===== src/rtl/wb_port_arbiter.sv =====
// Writeback-port arbiter: pipeline writeback (A, strict priority) merged with a FIFO-buffered
// long-latency unit (B), with starvation stall. Optional in-flight query: `define WB_ARB_HAZARD_EN.
module wb_port_arbiter #(
  parameter int DBITS        = 32,
  parameter int REGNOBITS    = 5,
  parameter int B_DEPTH      = 4,
  parameter int STARVE_LIMIT = 8
) (
  input  logic                      clk,
  input  logic                      reset,
  input  logic                      a_valid,
  input  logic [REGNOBITS-1:0]      a_wregno,
  input  logic [DBITS-1:0]          a_regval,
  input  logic                      b_valid,
  output logic                      b_ready,
  input  logic [REGNOBITS-1:0]      b_wregno,
  input  logic [DBITS-1:0]          b_regval,
  output logic                      wr_en,
  output logic [REGNOBITS-1:0]      wr_regno,
  output logic [DBITS-1:0]          wr_data,
  output logic                      stall_out,
  output logic                      proto_err,
`ifdef WB_ARB_HAZARD_EN
  input  logic [REGNOBITS-1:0]      q_regno,
  output logic                      q_pending,
`endif
  output logic [$clog2(B_DEPTH):0]  b_count
);

  localparam int PTRW = $clog2(B_DEPTH);
  localparam int CNTW = PTRW + 1;
  localparam int SW   = $clog2(STARVE_LIMIT + 1);

  logic [REGNOBITS-1:0] mem_regno [B_DEPTH];
  logic [DBITS-1:0]     mem_data  [B_DEPTH];

  logic [PTRW-1:0]      wr_ptr_q, wr_ptr_d;
  logic [PTRW-1:0]      rd_ptr_q, rd_ptr_d;
  logic [CNTW-1:0]      count_q, count_d;
  logic [SW-1:0]        starve_q, starve_d;
  logic                 stall_q, stall_d;
  logic                 proto_q, proto_d;
  logic                 wr_en_q, wr_en_d;
  logic [REGNOBITS-1:0] wr_regno_q, wr_regno_d;
  logic [DBITS-1:0]     wr_data_q, wr_data_d;

  logic                 empty, full, push, pop;
  logic [REGNOBITS-1:0] head_regno;
  logic [DBITS-1:0]     head_data;

  assign empty      = (count_q == '0);
  assign full       = (count_q == CNTW'(B_DEPTH));
  assign push       = b_valid && !full;
  assign pop        = !a_valid && !empty;
  assign head_regno = mem_regno[rd_ptr_q];
  assign head_data  = mem_data[rd_ptr_q];

  // Storage carries no reset; validity is defined solely by the pointers and count.
  always_ff @(posedge clk) begin
    if (push) begin
      mem_regno[wr_ptr_q] <= b_wregno;
      mem_data[wr_ptr_q]  <= b_regval;
    end
  end

  always_comb begin
    wr_ptr_d   = wr_ptr_q;
    rd_ptr_d   = rd_ptr_q;
    count_d    = count_q;
    starve_d   = starve_q;
    stall_d    = stall_q;
    proto_d    = proto_q | (a_valid & stall_q);
    wr_en_d    = 1'b0;
    wr_regno_d = '0;
    wr_data_d  = '0;

    if (push) wr_ptr_d = wr_ptr_q + PTRW'(1);
    if (pop)  rd_ptr_d = rd_ptr_q + PTRW'(1);

    if (push && !pop)      count_d = count_q + CNTW'(1);
    else if (pop && !push) count_d = count_q - CNTW'(1);

    if (empty || pop)                         starve_d = '0;
    else if (starve_q != SW'(STARVE_LIMIT))   starve_d = starve_q + SW'(1);

    // The stall is asserted one edge after the limit is observed, giving the pipeline a
    // full cycle to see it before the head is forced through.
    if (pop)                                  stall_d = 1'b0;
    else if (starve_q == SW'(STARVE_LIMIT))   stall_d = 1'b1;

    if (a_valid) begin
      wr_en_d    = (a_wregno != '0);
      wr_regno_d = a_wregno;
      wr_data_d  = a_regval;
    end else if (!empty) begin
      wr_en_d    = (head_regno != '0);
      wr_regno_d = head_regno;
      wr_data_d  = head_data;
    end
  end

  always_ff @(posedge clk or posedge reset) begin
    if (reset) begin
      wr_ptr_q   <= '0;
      rd_ptr_q   <= '0;
      count_q    <= '0;
      starve_q   <= '0;
      stall_q    <= 1'b0;
      proto_q    <= 1'b0;
      wr_en_q    <= 1'b0;
      wr_regno_q <= '0;
      wr_data_q  <= '0;
    end else begin
      wr_ptr_q   <= wr_ptr_d;
      rd_ptr_q   <= rd_ptr_d;
      count_q    <= count_d;
      starve_q   <= starve_d;
      stall_q    <= stall_d;
      proto_q    <= proto_d;
      wr_en_q    <= wr_en_d;
      wr_regno_q <= wr_regno_d;
      wr_data_q  <= wr_data_d;
    end
  end

  assign b_ready   = !full;
  assign b_count   = count_q;
  assign wr_en     = wr_en_q;
  assign wr_regno  = wr_regno_q;
  assign wr_data   = wr_data_q;
  assign stall_out = stall_q;
  assign proto_err = proto_q;

`ifdef WB_ARB_HAZARD_EN
  logic [PTRW-1:0] slot;

  // Walk the occupied slots starting at the head; x0 never creates a hazard.
  always_comb begin
    q_pending = 1'b0;
    slot      = '0;
    for (int k = 0; k < B_DEPTH; k++) begin
      slot = rd_ptr_q + PTRW'(k);
      if ((CNTW'(k) < count_q) && (mem_regno[slot] == q_regno) && (q_regno != '0))
        q_pending = 1'b1;
    end
  end
`endif

endmodule


===== config.mk =====
export PLATFORM = sky130hd
export DESIGN_NAME = wb_port_arbiter
export DESIGN_NICKNAME = d
export VERILOG_FILES = /design/src/rtl/wb_port_arbiter.sv
export SDC_FILE = /design/constraint.sdc
export NUM_CORES = 1
export LEC_CHECK = 0
export ABC_CLOCK_PERIOD_IN_PS = 5900
export BUFFER_PORTS_ARGS = -buffer_cell sky130_fd_sc_hd__buf_4
export CORE_UTILIZATION = 50
export DETAILED_ROUTE_END_ITERATION = 8
export PLACE_DENSITY = 0.82
export RECOVER_POWER = 50
export SLEW_MARGIN = 20
export SYNTH_ARGS = -nofsm -noshare
export SYNTH_HDL_FRONTEND = slang
export SYNTH_SLANG_ARGS = --single-unit

===== constraint.sdc =====
create_clock -name clk -period 5.9 [get_ports clk]
set_input_delay 1.475 -clock clk [delete_from_list [all_inputs] [get_ports clk]]
set_output_delay 1.475 -clock clk [all_outputs]
set_load 0.005 [all_outputs]

==> results_dict.tcl <==
set metrics [dict create \
    status "complete, but fails checks" \
    violations "max-capacitance violations, max-slew violations" \
    r2r_end "mem_data[3][5]" \
    rsz0062_at_grt "false" \
    initialDrtViolationCount 259 \
    worst_path_max_delay_cell "and2_2" \
    arrival_ns 3.82 \
    die_x_um 123.6 \
    yosysWarnings 0 \
    hp-class "flop to flop" \
    powerDensity_mw_per_mm2 466.9 \
    ioPinCount 122 \
    fin_area_sq_mm 0.008897 \
    endpoint_kind "flop" \
    setup_slack_ns 2.426 \
    clkPwrFrac 0.274 \
    hpwl_um 8166 \
    post_cts_resized 0 \
    firstDrtPassIters 4 \
    vias_per_cell 5.460 \
    combinationalPowerShare 0.241 \
    critPathRequiredTime_ns 6.25 \
    antenna_found_initial 0 \
    core-area_sq_mm 0.01448 \
    power.leakage_nw 3.284 \
    clockRootBuffer "clkbuf_16" \
    syn2layout_area_growth_pct 20.28 \
    max_stage_delay_ns 0.47 \
    rows 44 \
    post-place-ws_ns 1.992 \
    fin_crit_sh 0.5889 \
    r2r_cells 3 \
    worstSkewPairLatency_ns 0.43 \
    fp.dieArea_sq_mm 0.01528 \
    slew_headroom -0.5487 \
    r2r_slack_ns 3.20 \
    crit_family "buffers and inverters" \
    drt-total-wl_um 13480 \
    crit_path_max_fanout 41 \
    switchingPower_mw 1.117 \
    cpMostUsedCell "xor2_1" \
    path_cells "buf_4 -> clkinv_1 -> and2_2 -> inv_2 -> ha_1 -> inv_1 -> fa_1 -> xor2_1 -> nor2_1 -> xor2_1" \
    crit_type "input pin to flop" \
    syn_avg_cell_area_sq_um 21.38 \
    finalClockSkew_ns 0.009117 \
    numPortBuffers 121 \
    track_usage 0.1891 \
    cts_made_buffers 17 \
    crit_end "b_count[2]" \
    reg2reg_from "b_count[0]" \
    startpoint_type "input pin" \
    h-tree-depth 4 \
    grt_pass1_wl_um 20150 \
    layout_commonest_cell "edfxtp_1" \
    hold_buffers 0 \
    holdWs_ns 0.4759 \
    tns_ns 0 \
    path_depth 10 \
    grt_max_degree 52 \
    dpl_cell_area_sq_mm 0.008446 \
    maxSlewViolCount 52 \
    setup_viol 0 \
    clkSinkCount 199 \
    hold_viol_final 0 \
    overflow 0 \
    syn-num-nets 432 \
    gp_congestion 0.7196 \
    drc 0 \
    power_frac_seq 0.485 \
    ys_seq_elements 199 \
    ir_worst_vdd_mv 0.2606 \
    fmax_mhz 287.8 \
    layout_common_cells "148 x edfxtp_1, 70 x buf_4, 49 x dfrtp_1" \
    initial_utilization 0.5109 \
    p_int_mw 3.037 \
    drive_above_1_share 0.3375 \
    syn_inst 346 \
    worstMarginPinSlew_ns 2.310 \
    seq_area_frac_synth 0.7733 \
    nets 556 \
    synth.distinct_cells 31 \
    grt_pass1_vias 3754 \
    syn_area_sq_mm 0.007397 \
    critPathBufInv 4 \
    vias 3647 \
    fin_crit_ns 3.474 \
    max-cap-violations 1 \
    dieHeight_um 123.6 \
    antenna_left 0 \
    clockBufferDepth 2 \
    postCtsSetupBuffers 0 \
    wl_per_cell_um 20.18 \
    switching_share 0.2689 \
    clk_pin_slew_ns 0.07 \
    cts_tree "yes" \
    startpoint "a_valid" \
]
## layer usage
metal  GRT usage  vias to the layer above  routed length (um)
met4     0.05949                        0                 157
met5           0                        -                   0
met3     0.05495                       13                 850
met2      0.3128                      116                6915
met1      0.2426                     1877                5555
li1            -                     1641                   -
## power by group through the flow
stage               Combinational (mW)  Sequential (mW)  Clock (mW)
global placement                  1.00             2.03           0
CTS                               1.04             2.02        1.15
global route                      1.10             2.05        1.21
floorplan                        0.710             1.98           0
finish                           0.999             2.02        1.14
detailed placement                1.03             2.05           0
## cell type report
cell class              count  area (sq um)
diodes                      1         2.502
well taps                 184         230.2
clock buffers              18         439.2
multi-input cells         121          1543
repair buffers            122         773.2
flip-flops and latches    199          5723
fillers                  1034          5582
clock inverters            14         151.4
inverters                   9         35.03
## registers in the layout (all words and copies together) (netlist names), 2 cells and up
signal,flops
wr_regno,5
rd_ptr_q,2
mem_regno,20
starve_q,4
wr_data,32
wr_ptr_q,2
b_count,3
mem_data,128
## kinds of logic after synthesis
logic type | synth area share
muxes | 0.1194
and+or+nand+nor | 0.01658
adders and majority gates | 0.01455
AOI/OAI and AO/OA | 0.04770
xor gates and xnor gates | 0.009473
DFF | 0.7733
buffers and inverters | 0.01894
## worst min path at each step
stage,from,slack [ns],depth (start not counted),to
floorplan,proto_err,0.45,1,proto_err
global placement,proto_err,0.44,1,proto_err
detailed placement,proto_err,0.45,1,proto_err
CTS,proto_err,0.47,1,proto_err
global route,proto_err,0.50,1,proto_err
finish,proto_err,0.48,1,proto_err
## synth_stat cells (all sizes together)
cell    instances  area [sq um]
nand3           3         15.01
mux2i           2         20.02
mux4           37         840.8
nand2           4         15.01
dfrtp          51          1276
clkinv          1         3.750
inv             8         30.03
xnor2           5         43.79
nor2            6         22.52
and2            5         31.28
clkbuf          8         30.03
ha              7         87.58
mux2            2         22.52
a21boi          1         7.510
buf             9         76.32
nor4            1         12.51
edfxtp        148          4444
o21ai           1         5.000
o211ai          1         7.510
fa              1         20.02
a22o           36         315.3
xor2            3         26.28
nand3b          1         7.510
or4             1         7.510
a21oi           2         10.01
or3             1         11.26
a21o            1         7.510
## per-stage QoR
stage	instances	power, mW	util
floorplan	346	2.687	-
finish	668	4.154	0.6145
CTS	667	4.217	0.6241
global placement	635	3.032	0.5833
detailed placement	635	3.084	0.5833
global route	667	4.360	0.6143
Note: power is estimated with default switching activity, not from simulation.
